`config.mk`:
```
export PLATFORM = sky130hd
export DESIGN_NAME = ob_ctlr
export DESIGN_NICKNAME = d
export VERILOG_FILES = /design/src/rtl/ob_ctlr.sv
export SDC_FILE = /design/constraint.sdc
export NUM_CORES = 1
export LEC_CHECK = 0
export BUFFER_PORTS_ARGS = -buffer_cell sky130_fd_sc_hd__buf_4
export CAP_MARGIN = 20
export CORE_MARGIN = 3
export CORE_UTILIZATION = 61
export CTS_CLUSTER_SIZE = 24
export DETAILED_ROUTE_END_ITERATION = 8
export PLACE_DENSITY = 0.84
export SLEW_MARGIN = 20
export SYNTH_ARGS = -nofsm -noshare
export SYNTH_HDL_FRONTEND = slang
export SYNTH_SLANG_ARGS = --single-unit
```
`constraint.sdc`:
```
create_clock -name clk -period 9.3 [get_ports clk]
set_clock_uncertainty 0.15 [all_clocks]
set_input_delay 0.93 -clock clk [delete_from_list [all_inputs] [get_ports clk]]
set_output_delay 0.93 -clock clk [all_outputs]
set_load 0.02 [all_outputs]
```
`src/rtl/ob_ctlr.sv`:
```
// rtl/ob_ctlr.sv - result-bank to C2H AXI-Stream outbound controller
module ob_ctlr #(
    parameter int NUM_BANKS  = 8,
    parameter int BANK_WORDS = 512,
    parameter int ADDR_W     = 12
) (
    input  logic                 clk,
    input  logic                 rst_n,
    input  logic [NUM_BANKS-1:0] RamValid,
    output logic [NUM_BANKS-1:0] DataDone,
    output logic                 RdEn,
    output logic [ADDR_W-1:0]    RdAddr,
    input  logic [127:0]         RdData,
    output logic [63:0]          s_axis_c2h_tdata_0,
    output logic                 s_axis_c2h_tlast_0,
    output logic                 s_axis_c2h_tvalid_0,
    input  logic                 s_axis_c2h_tready_0,
    output logic [7:0]           s_axis_c2h_tkeep_0
);
    localparam int WIDX_W = $clog2(BANK_WORDS);
    localparam int PTR_W  = ADDR_W - WIDX_W;

    typedef enum logic [1:0] {IDLE, FETCH, DRAIN, DONE} state_t;

    state_t            state;
    logic [PTR_W-1:0]  ptr;
    logic [WIDX_W-1:0] widx;
    logic              rd_vld;
    logic [127:0]      buf_mem [2];
    logic              wr_sel;
    logic              rd_sel;
    logic [1:0]        cnt;
    logic              half;

    logic              out_free;
    logic              load;
    logic              push;
    logic              pop;
    logic [1:0]        cnt_nxt;
    logic              can_issue;
    logic              last_beat;
    logic              hs;
    logic [127:0]      src_word;

    assign s_axis_c2h_tkeep_0 = 8'hFF;

    // With the buffer empty, the arriving RAM word feeds the output register directly
    // so the first beat appears the cycle after RdData is valid.
    always_comb begin
        out_free  = !s_axis_c2h_tvalid_0 || s_axis_c2h_tready_0;
        hs        = s_axis_c2h_tvalid_0 && s_axis_c2h_tready_0;
        src_word  = (cnt != 2'd0) ? buf_mem[rd_sel] : RdData;
        load      = out_free && ((cnt != 2'd0) || rd_vld);
        push      = rd_vld;
        pop       = load && half;
        cnt_nxt   = cnt + 2'(push) - 2'(pop);
        can_issue = (3'(cnt_nxt) + 3'(RdEn)) < 3'd2;
        last_beat = (state == DRAIN) && pop && (cnt == 2'd1) && !rd_vld && !RdEn;
    end

    always_ff @(posedge clk or negedge rst_n) begin
        if (!rst_n) begin
            state               <= IDLE;
            ptr                 <= '0;
            widx                <= '0;
            rd_vld              <= 1'b0;
            buf_mem[0]          <= '0;
            buf_mem[1]          <= '0;
            wr_sel              <= 1'b0;
            rd_sel              <= 1'b0;
            cnt                 <= 2'd0;
            half                <= 1'b0;
            DataDone            <= '0;
            RdEn                <= 1'b0;
            RdAddr              <= '0;
            s_axis_c2h_tdata_0  <= '0;
            s_axis_c2h_tlast_0  <= 1'b0;
            s_axis_c2h_tvalid_0 <= 1'b0;
        end else begin
            DataDone <= '0;
            rd_vld   <= RdEn;
            cnt      <= cnt_nxt;
            if (push) begin
                buf_mem[wr_sel] <= RdData;
                wr_sel          <= ~wr_sel;
            end
            if (pop) begin
                rd_sel <= ~rd_sel;
            end
            if (load) begin
                s_axis_c2h_tdata_0  <= half ? src_word[127:64] : src_word[63:0];
                s_axis_c2h_tlast_0  <= last_beat;
                s_axis_c2h_tvalid_0 <= 1'b1;
                half                <= ~half;
            end else if (hs) begin
                s_axis_c2h_tvalid_0 <= 1'b0;
                s_axis_c2h_tlast_0  <= 1'b0;
            end

            case (state)
                IDLE: begin
                    RdEn <= 1'b0;
                    if (RamValid[ptr]) begin
                        RdEn   <= 1'b1;
                        RdAddr <= {ptr, {WIDX_W{1'b0}}};
                        widx   <= WIDX_W'(1);
                        state  <= FETCH;
                    end
                end
                FETCH: begin
                    if (can_issue) begin
                        RdEn   <= 1'b1;
                        RdAddr <= {ptr, widx};
                        widx   <= widx + WIDX_W'(1);
                        if (widx == WIDX_W'(BANK_WORDS - 1)) begin
                            state <= DRAIN;
                        end
                    end else begin
                        RdEn <= 1'b0;
                    end
                end
                DRAIN: begin
                    RdEn <= 1'b0;
                    if (last_beat) begin
                        state <= DONE;
                    end
                end
                DONE: begin
                    // Output register holds the tlast beat; release the bank on its handshake.
                    if (hs) begin
                        DataDone <= NUM_BANKS'(1) << ptr;
                        ptr      <= (ptr == PTR_W'(NUM_BANKS - 1)) ? '0 : ptr + PTR_W'(1);
                        widx     <= '0;
                        state    <= IDLE;
                    end
                end
                default: state <= IDLE;
            endcase
        end
    end
endmodule
```
# == Yosys cells after proc, flatten, opt, wreduce, memory -nomap -nowiden ==
# Index checks and enable logic that the tools add are counted.
# word_totals
wordCells,98
register_bits,363
inputBits,139
output_inout_bits,95
# classes
order_cmp,5
muxes,32
n_eq_ne,11
shifts,1
addsub,5
n_reduce_logical,23
bitwise_logic,5
# ops
operator,n
2-to-1 mux 128 bit,5
bitwise mux 256 bit,1
demux 128 bit (select 1 bit),1
2-to-1 mux 64 bit,1
2-to-1 mux 9 bit,3
case mux 9 bit (3 select lines),1
2-to-1 mux 12 bit,2
case mux 12 bit (2 select lines),1
2-to-1 mux 8 bit,2
2-to-1 mux 2 bit,5
"inequality test 2 bit, second input constant",5
"adder 9 x 1 -> 9 bit, second input constant",1
"equality test 9 bit, second input constant",1
logical AND 1 bit,8
case mux 2 bit (4 select lines),1
"<< shifter 1 x 3 -> 8 bit, first input constant",1
2-to-1 mux 1 bit,6
nonzero test 2 bit,3
nonzero test 3 bit,2
AND reduction 5 bit,1
"equality test 2 x 1 -> 1 bit, second input constant",2
"equality test 2 bit, second input constant",2
"greater-or-equal comparator 2 bit, second input constant",2
"less-than comparator 3 x 4 -> 1 bit, second input constant",1
18 further kinds,24

# == Longest topological paths before layout ==
# Gate-level depths: netlist of run 1.
# logic_depth
word_depth,10
ltp_mapped,15
ltp_nobuf,11

# == Worst setup path before layout of run 1 ==
# OpenSTA, ideal clock, no wires.
# synth_path
path_kind,input port to flip-flop
start,input s_axis_c2h_tready_0
end,register widx[7]
slack_ns,5.909
setup_ns,0.104
cell_stages,12
n_path_buf,1
t_arrival_ns,3.137
required_time_ns,9.046
cell_sequence,nand2b_1 > o21ai_1 > buf_2 > inv_1 > nand2_1 > xnor2_1 > ha_1 > xor2_1 > nand4_1 > a2111oi_2 > nand3_1 > o311ai_1
# synth_between
elab_chain_cells,8
elab_cells_between_ends,10
cone_classes,add/sub (2); order compare (1); eq/ne (2); reduce/logical (5)
# synth_rtl
item,line_no,text
start: declaration,17,"input logic s_axis_c2h_tready_0,"
logical OR 1 bit,50,out_free = !s_axis_c2h_tvalid_0 || s_axis_c2h_tready_0;
logical AND 1 bit,53,load = out_free && ((cnt != 2'd0) || rd_vld);
logical AND 1 bit,55,pop = load && half;
subtractor 2 x 1 -> 2 bit,56,cnt_nxt = cnt + 2'(push) - 2'(pop);
adder 2 x 1 -> 3 bit,57,can_issue = (3'(cnt_nxt) + 3'(RdEn)) < 3'd2;
less-than comparator 3 x 2 -> 1 bit,57,
inequality test 2 bit (no source line),--,
AND reduction 4 bit (no source line) (*),--,
end signal: assignment,114,widx <= widx + WIDX_W'(1);
end: declaration,27,logic [WIDX_W-1:0] widx;
# Every way passes the cells marked *; elsewhere a longest branch is shown, timed or not.
# A chain may end at the register's enable or synchronous reset.

# == Worst setup path after layout of run 1 ==
# layout_path
start,register cnt[1]
end,register widx[5]
# layout_between
elab_chain_cells,9
elab_cells_between_ends,10
cone_classes,add/sub (3); order compare (1); eq/ne (1); reduce/logical (5)
# layout_rtl
item,line_no,text
start: declaration,32,logic [1:0] cnt;
start signal: assignment,82,cnt <= cnt_nxt;
nonzero test 2 bit,53,
logical OR 1 bit,53,
logical AND 1 bit,53,
logical AND 1 bit,55,
subtractor 2 x 1 -> 2 bit (*),56,
adder 2 x 1 -> 3 bit (*),57,
less-than comparator 3 x 2 -> 1 bit (*),57,
inequality test 2 bit (no source line) (*),--,
AND reduction 4 bit (no source line) (*),--,
# Marked as above.

==> results of run 1 <==
## layer usage
layer | vias up | share of wire | GRT usage
met5 | - | 0 | 0
met4 | 0 | 0.022 | 0.06250
met3 | 62 | 0.060 | 0.05453
met2 | 285 | 0.50 | 0.4231
met1 | 5676 | 0.42 | 0.3266
li1 | 5155 | - | -
## per-stage QoR
| stage | area (um^2) | hold WS [ns] | setup WS, ns | power [mW] | cells |
|---|---|---|---|---|---|
| floorplan | 17110 | 0.3110 | 5.909 | 5.318 | 1320 |
| global placement | 18930 | 0.3133 | 4.821 | 6.057 | 1825 |
| detailed placement | 18930 | 0.3214 | 4.753 | 6.215 | 1825 |
| CTS | 20150 | 0.3346 | 4.735 | 7.732 | 1890 |
| global route | 20180 | 0.3510 | 4.768 | 8.176 | 1891 |
| finish | 20180 | 0.3261 | 5.080 | 7.695 | 1891 |
## logic make-up after synthesis
logic type                 after synthesis  share of synthesized area
buffers and inverters                  113                    0.02989
xor gates and xnor gates                 6                   0.003077
AOI/OAI and AO/OA                      187                    0.06528
muxes                                  389                     0.2940
DFF                                    363                     0.5319
other                                    1                  0.0002196
and+or+nand+nor                        239                    0.06469
adders and majority gates               15                    0.01099
## worst max-delay path, stage by stage, from the launching register on
cell and delay (ns):
dfrtp_1 0.44, or2_4 0.54, o21ai_4 0.63, inv_1 0.08, nand2_1 0.13, xnor2_1 0.08
ha_1 0.23, xor2_1 0.20, o31ai_4 0.12, nand3_1 0.65, or4_1 0.70, o211ai_1 0.17
## cell type report
class / count / area (um^2) / share of cell area
clock buffers: 56 / 1150 / 0.05698
clock inverters: 9 / 77.57 / 0.003844
inverters: 10 / 37.54 / 0.001860
multi-input cells: 844 / 7540 / 0.3736
flip-flops and latches: 363 / 9091 / 0.4505
well taps: 372 / 465.4 / 0.02306
repair buffers: 237 / 1819 / 0.09015
## sequential cells by signal, indices dropped and copies added (netlist names), 2 cells and up
signal              cells
buf_mem               256
ptr                     3
state                   2
s_axis_c2h_tdata_0     64
widx                    9
RdAddr                 12
cnt                     2
DataDone                8
## cells in the mapped netlist, types with 2 or more instances
library cell and n:
dfrtp_1 363, mux2_2 256, nand2_1 82, o21ai_0 82, a21oi_1 69, nor2_1 69, mux2i_1 67, mux4_2 64
clkbuf_1 54, buf_2 33, nand3_1 25, nand4_1 17, ha_1 15, and3_1 10, inv_1 10, buf_4 8
o31ai_1 7, buf_1 6, nand2b_1 6, nor2b_1 5, nor4_1 5, a221o_1 4, and2_1 4, o211ai_1 4
xnor2_1 4, a211o_1 3, nor3_1 3, buf_6 2, nand3b_1 2, or2_2 2, or3_1 2, or4_1 2
xor2_1 2
## worst max-delay path by stage
| stage | endpoint | slack, ns | cells after the start |
|---|---|---|---|
| 6_report | widx[5] | 5.08 | 11 |
| 3_5_place_dp | widx[5] | 4.75 | 11 |
| 3_3_place_gp | widx[5] | 4.82 | 11 |
| 4_1_cts | widx[5] | 4.74 | 11 |
| 5_1_grt | widx[6] | 4.77 | 11 |
| 2_1_floorplan | widx[7] | 5.91 | 12 |
## power groups by stage
| stage | clock network (mW) | registers (mW) | logic, mW |
|---|---|---|---|
| global placement | 0 | 2.82 | 3.24 |
| finish | 1.49 | 2.85 | 3.36 |
| global route | 1.57 | 2.95 | 3.65 |
| floorplan | 0 | 2.83 | 2.49 |
| CTS | 1.51 | 2.86 | 3.36 |
| detailed placement | 0 | 2.87 | 3.34 |
==> impl_metrics.py, run 1 <==
metrics = {
    "drt": {
        "viasPerCell": 5.911,
        "vias": 11180,
        "drt_iter0_drc": 805,
        "drcViolationCount": 0,
        "wl_per_cell_um": 19.79,
        "ant_nets": 0,
        "drtPass1Iterations": 6,
        "wirelength_um": 37430,
    },
    "grt": {
        "grt_pass1_vias": 11820,
        "overflow": 0,
        "antenna_found_initial": 0,
        "grt_use_total": 0.2481,
        "grt_pass1_wl_um": 61830,
        "grt_max_degree": 172,
    },
    "power": {
        "power_leakage_nw": 8.959,
        "power.switching_mw": 2.709,
        "power_frac_comb": 0.436,
        "worst_ir_drop_vdd_mv": 0.2495,
        "p_per_area_nw_per_um2": 381.3,
        "intPower_mw": 4.986,
        "p_sw_frac": 0.3521,
        "seq_power_share": 0.371,
        "clkPwrFrac": 0.193,
    },
    "synthesis": {
        "synth_area_per_cell_um2": 13.01,
        "synth.distinct_cells": 59,
        "async_flop_share": 1.000,
        "yosys.area.top_type": "dfrtp_1",
        "syn_area_um2": 17080,
        "synthCells": 1313,
        "synthTopCellsByArea": "dfrtp_1 (53%), mux2_2 (17%), mux4_2 (8.4%)",
        "yosysWarnings": 0,
        "ys.flop_type": "dfrtp_1",
        "ys_seq_area_frac": 0.5319,
        "synth_edf_count": 0,
        "ys_ff_latch": 363,
        "synth.top_cell.area_share": 0.5319,
    },
    "placement": {
        "dp_hpwl_um": 23560,
        "globalplace.congestion": 0.8188,
        "port_buffers": 225,
    },
    "clock_network": {
        "cts_buffers": 38,
        "hold_buffers": 0,
        "cts_buffer_depth": 3,
        "cts.sinks": 363,
        "htree_num_levels": 2,
        "postCtsSetupBuffers": 0,
        "path_clk_slew_ns": 0.06,
        "root_buffer": "clkbuf_16",
        "cts_tree": "done",
        "cts_resized": 0,
        "clk-insertion-delay-late_ns": 0.51,
    },
    "timing": {
        "rsz0062_at_grt": "false",
        "setup_tns_ns": 0,
        "relSlewSlack": 0.2760,
        "max_freq_ghz": 0.2370,
        "finalHoldViolCount": 0,
        "min_period_ns": 4.220,
        "final-setup-viol-count": 0,
        "worst_slew_pin_slew_ns": 1.080,
        "fin_crit_sh": 0.4538,
        "drv_slew": 0,
    },
    "worst_setup_path": {
        "cp.required_ns": 9.58,
        "worst-r2r-setup-slack_ns": 5.08,
        "r2r-start": "cnt[1]",
        "arrival_ns": 4.50,
        "startpoint": "cnt[1]",
        "critPathKind": "flop to flop",
        "critPathMaxFanout": 69,
        "crit_path_end_kind": "flop",
        "start_kind": "flop",
        "worstReg2RegEnd": "widx[5]",
        "r2r_cells": 11,
    },
    "layout": {
        "final_common_cell": "dfrtp_1",
        "nets": 1648,
        "drive_above_1_share": 0.4187,
        "area_growth_syn_to_layout_pct": 18.16,
        "fin_util": 0.7405,
        "antenna_cells": 0,
        "layout_common_cells": "dfrtp_1 (361), mux2_2 (256), buf_4 (234)",
        "nFillCells": 1779,
    },
    "run_status": {
        "status": "finished, final reports clean",
    },
    "flow_run": {
        "maxCapViolCount": 0,
    },
    "die": {
        "rows": 60,
        "initial_core_util": 0.6267,
        "core_um2": 27250,
        "die_y_um": 173.3,
        "ioPinCount": 234,
        "die_area_um2": 30040,
        "die_w_um": 173.3,
    },
    "worst_hold_path": {
        "min_path_type": "primary input to async pin",
    },
}
No activity file was read; power rests on OpenSTA's default activity.
==> inputs of run 2 (changes only) <==
--- a/config.mk
+++ b/config.mk
@@ -8,10 +8,10 @@
 export BUFFER_PORTS_ARGS = -buffer_cell sky130_fd_sc_hd__buf_4
 export CAP_MARGIN = 20
 export CORE_MARGIN = 3
-export CORE_UTILIZATION = 61
+export CORE_UTILIZATION = 58
 export CTS_CLUSTER_SIZE = 24
 export DETAILED_ROUTE_END_ITERATION = 8
-export PLACE_DENSITY = 0.84
+export PLACE_DENSITY = 0.8
 export SLEW_MARGIN = 20
 export SYNTH_ARGS = -nofsm -noshare
 export SYNTH_HDL_FRONTEND = slang
==> constraint.sdc (replaced) <==
create_clock -name clk -period 4.1 [get_ports clk]
set_clock_uncertainty 0.15 [all_clocks]
set_input_delay 0.41 -clock clk [delete_from_list [all_inputs] [get_ports clk]]
set_output_delay 0.41 -clock clk [all_outputs]
set_load 0.02 [all_outputs]
==> run 2 against run 1 <==
  * Global-route usage grew 0.92 points
  * Clock power grew 140%
  * First-iteration DRC count shrank 18%
  * Combinational power grew 130%
  * Sequential power grew 130%
  * Cell count grew 8.2%
  * Core utilization grew 1.0 points
  * Wire length grew 7.9%
  * Via count grew 6.4%
  * Critical path depth grew 1
  * Critical path type unchanged
  * Largest cell class unchanged
  * Largest power group unchanged
==> impl_metrics.py, run 2 (synthesis gave the netlist of run 1 again) <==
metrics = {
    "die": {
        "ioPinCount": 234,
        "die_y_um": 177.6,
        "initial_core_util": 0.5918,
        "core_um2": 28860,
        "rows": 62,
        "die_w_um": 177.6,
        "die_area_um2": 31540,
    },
    "power": {
        "p_per_area_nw_per_um2": 827.5,
        "worst_ir_drop_vdd_mv": 0.4700,
        "power_mw": 17.93,
        "power_leakage_nw": 9.595,
    },
    "drt": {
        "wirelength_um": 40380,
        "vias": 11890,
        "wl_per_cell_um": 19.73,
        "viasPerCell": 5.812,
        "drcViolationCount": 0,
        "drtPass1Iterations": 5,
        "drt_iter0_drc": 657,
        "ant_nets": 0,
    },
    "timing": {
        "min_period_ns": 3.512,
        "worst_slew_pin_slew_ns": 1.038,
        "drv_slew": 0,
        "finalHoldViolCount": 0,
        "final-setup-viol-count": 0,
        "rsz0062_at_grt": "false",
        "relSlewSlack": 0.3080,
        "max_freq_ghz": 0.2847,
        "setup_tns_ns": 0,
        "hold_ws_ns": 0.02111,
        "fin_crit_sh": 0.8566,
        "setup_ws_ns": 0.5880,
    },
    "worst_setup_path": {
        "r2r_cells": 12,
        "worstReg2RegEnd": "widx[1]",
        "critPathKind": "flop to flop",
        "cp.required_ns": 4.35,
        "worst-r2r-setup-slack_ns": 0.59,
        "r2r-start": "cnt[1]",
        "critPathMaxFanout": 53,
        "critPathCapture": "widx[1]",
        "slowest_delay_ns": 0.58,
        "arrival_ns": 3.76,
        "startpoint": "cnt[1]",
        "start_kind": "flop",
        "crit_path_end_kind": "flop",
        "slowest_stage": "or2_4",
        "crit_chain": "or2_4 > o21ai_4 > inv_1 > nand2_1 > xnor2_1 > ha_1 > xor2_1 > o31ai_4 > nand3_1 > buf_4 > and3_1 > a211o_1",
    },
    "clock_network": {
        "cts_resized": 0,
        "clk-insertion-delay-late_ns": 0.51,
        "cts_buffers": 39,
        "cts_buffer_depth": 3,
        "root_buffer": "clkbuf_16",
        "htree_num_levels": 2,
        "cts.sinks": 363,
        "path_clk_slew_ns": 0.06,
        "cts_tree": "done",
    },
    "placement": {
        "dp_hpwl_um": 24220,
        "post-place-ws_ns": 0.5915,
        "globalplace.congestion": 0.8273,
        "port_buffers": 225,
        "placed_area_um2": 19080,
    },
    "layout": {
        "reg_top3": "buf_mem: 256 flops, s_axis_c2h_tdata_0: 64 flops, RdAddr: 12 flops",
        "final_area_um2": 21670,
        "largest_reg_flops": 256,
        "area_growth_syn_to_layout_pct": 26.86,
        "drive_above_1_share": 0.3922,
        "layout_common_cells": "dfrtp_1 (361), mux2_2 (256), buf_4 (244)",
        "regMostFlops": "buf_mem",
        "nets": 1787,
        "final_common_cell": "dfrtp_1",
    },
    "grt": {
        "grt_pass1_wl_um": 65640,
        "grt_max_degree": 117,
        "grt_pass1_vias": 12760,
        "antenna_found_initial": 3,
        "grt_use_total": 0.2573,
        "overflow": 0,
    },
    "flow_run": {
        "maxCapViolCount": 0,
    },
    "worst_hold_path": {
        "min_path_type": "primary input to flop",
        "worstHoldStart": "RdData[53]",
    },
    "run_status": {
        "status": "finished, final reports clean",
    },
}
run 2: cell types whose count changed in the layout (fill, tap and decap cells not counted), sizes merged:
cell / previous run / this run
buf: 237 / 249
bufinv: 1 / 3
clkbuf: 56 / 57
clkinv: 6 / 8
diode: 0 / 2
dlygate4sd3: 0 / 126
inv: 12 / 10
run 2: how the worst min path moves through the flow:
stage,cells past startpoint,slack [ns],to
2_1_floorplan,0,-0.04,DataDone[0]
3_3_place_gp,2,0.31,s_axis_c2h_tdata_0[33]
3_5_place_dp,2,0.32,s_axis_c2h_tdata_0[9]
4_1_cts,2,0.001,buf_mem[53]
5_1_grt,2,0.008,buf_mem[158]
6_report,2,0.02,buf_mem[53]
run 2: power breakdown:
| part | total, mW | switching (mW) | internal (mW) |
|---|---|---|---|
| registers | 6.49 | 1.15 | 5.35 |
| clock network | 3.57 | 1.38 | 2.19 |
| logic | 7.86 | 3.76 | 4.10 |
| total | 17.9 | 6.29 | 11.6 |
run 2: layout make-up:
class	instances	area [um^2]
tap	384	480.5
clock inverter	11	130.1
clock buffer	57	1186
multi-input combinational	844	7547
sequential	363	9091
antenna	2	5.005
inverter	10	37.54
fill	1771	7192
timing repair buffer	375	3188
run 2: through the flow:
stage,util,cells
after floorplan,-,1320
after global placement,0.6610,1850
after detailed placement,0.6610,1850
after CTS,0.7503,2044
after global routing,0.7508,2046
final,0.7508,2046
run 2: repair_timing:
action,4_1_cts,5_1_grt
setup buffers,0,0
hold endpoints to repair,342,0
hold buffers,126,0
run 2: worst max-delay path: cells and delay by family, from the launching register on:
family	cells	cell delay, ns
compound gates	3	0.42
fa+ha+maj	1	0.23
xor+xnor	2	0.36
flops	1	0.43
simple gates	4	1.36
buf+inv	2	0.43
run 2: per-layer routing:
layer  wire length [um]  vias to the layer above  part of all wire  track usage
met3               1886                       74             0.047      0.03744
met4                891                        2             0.022      0.07199
li1                   -                     5423                 -            -
met1              16820                     6085              0.42       0.3342
met2              20770                      308              0.51       0.4535
met5                  7                        -           0.00017            0
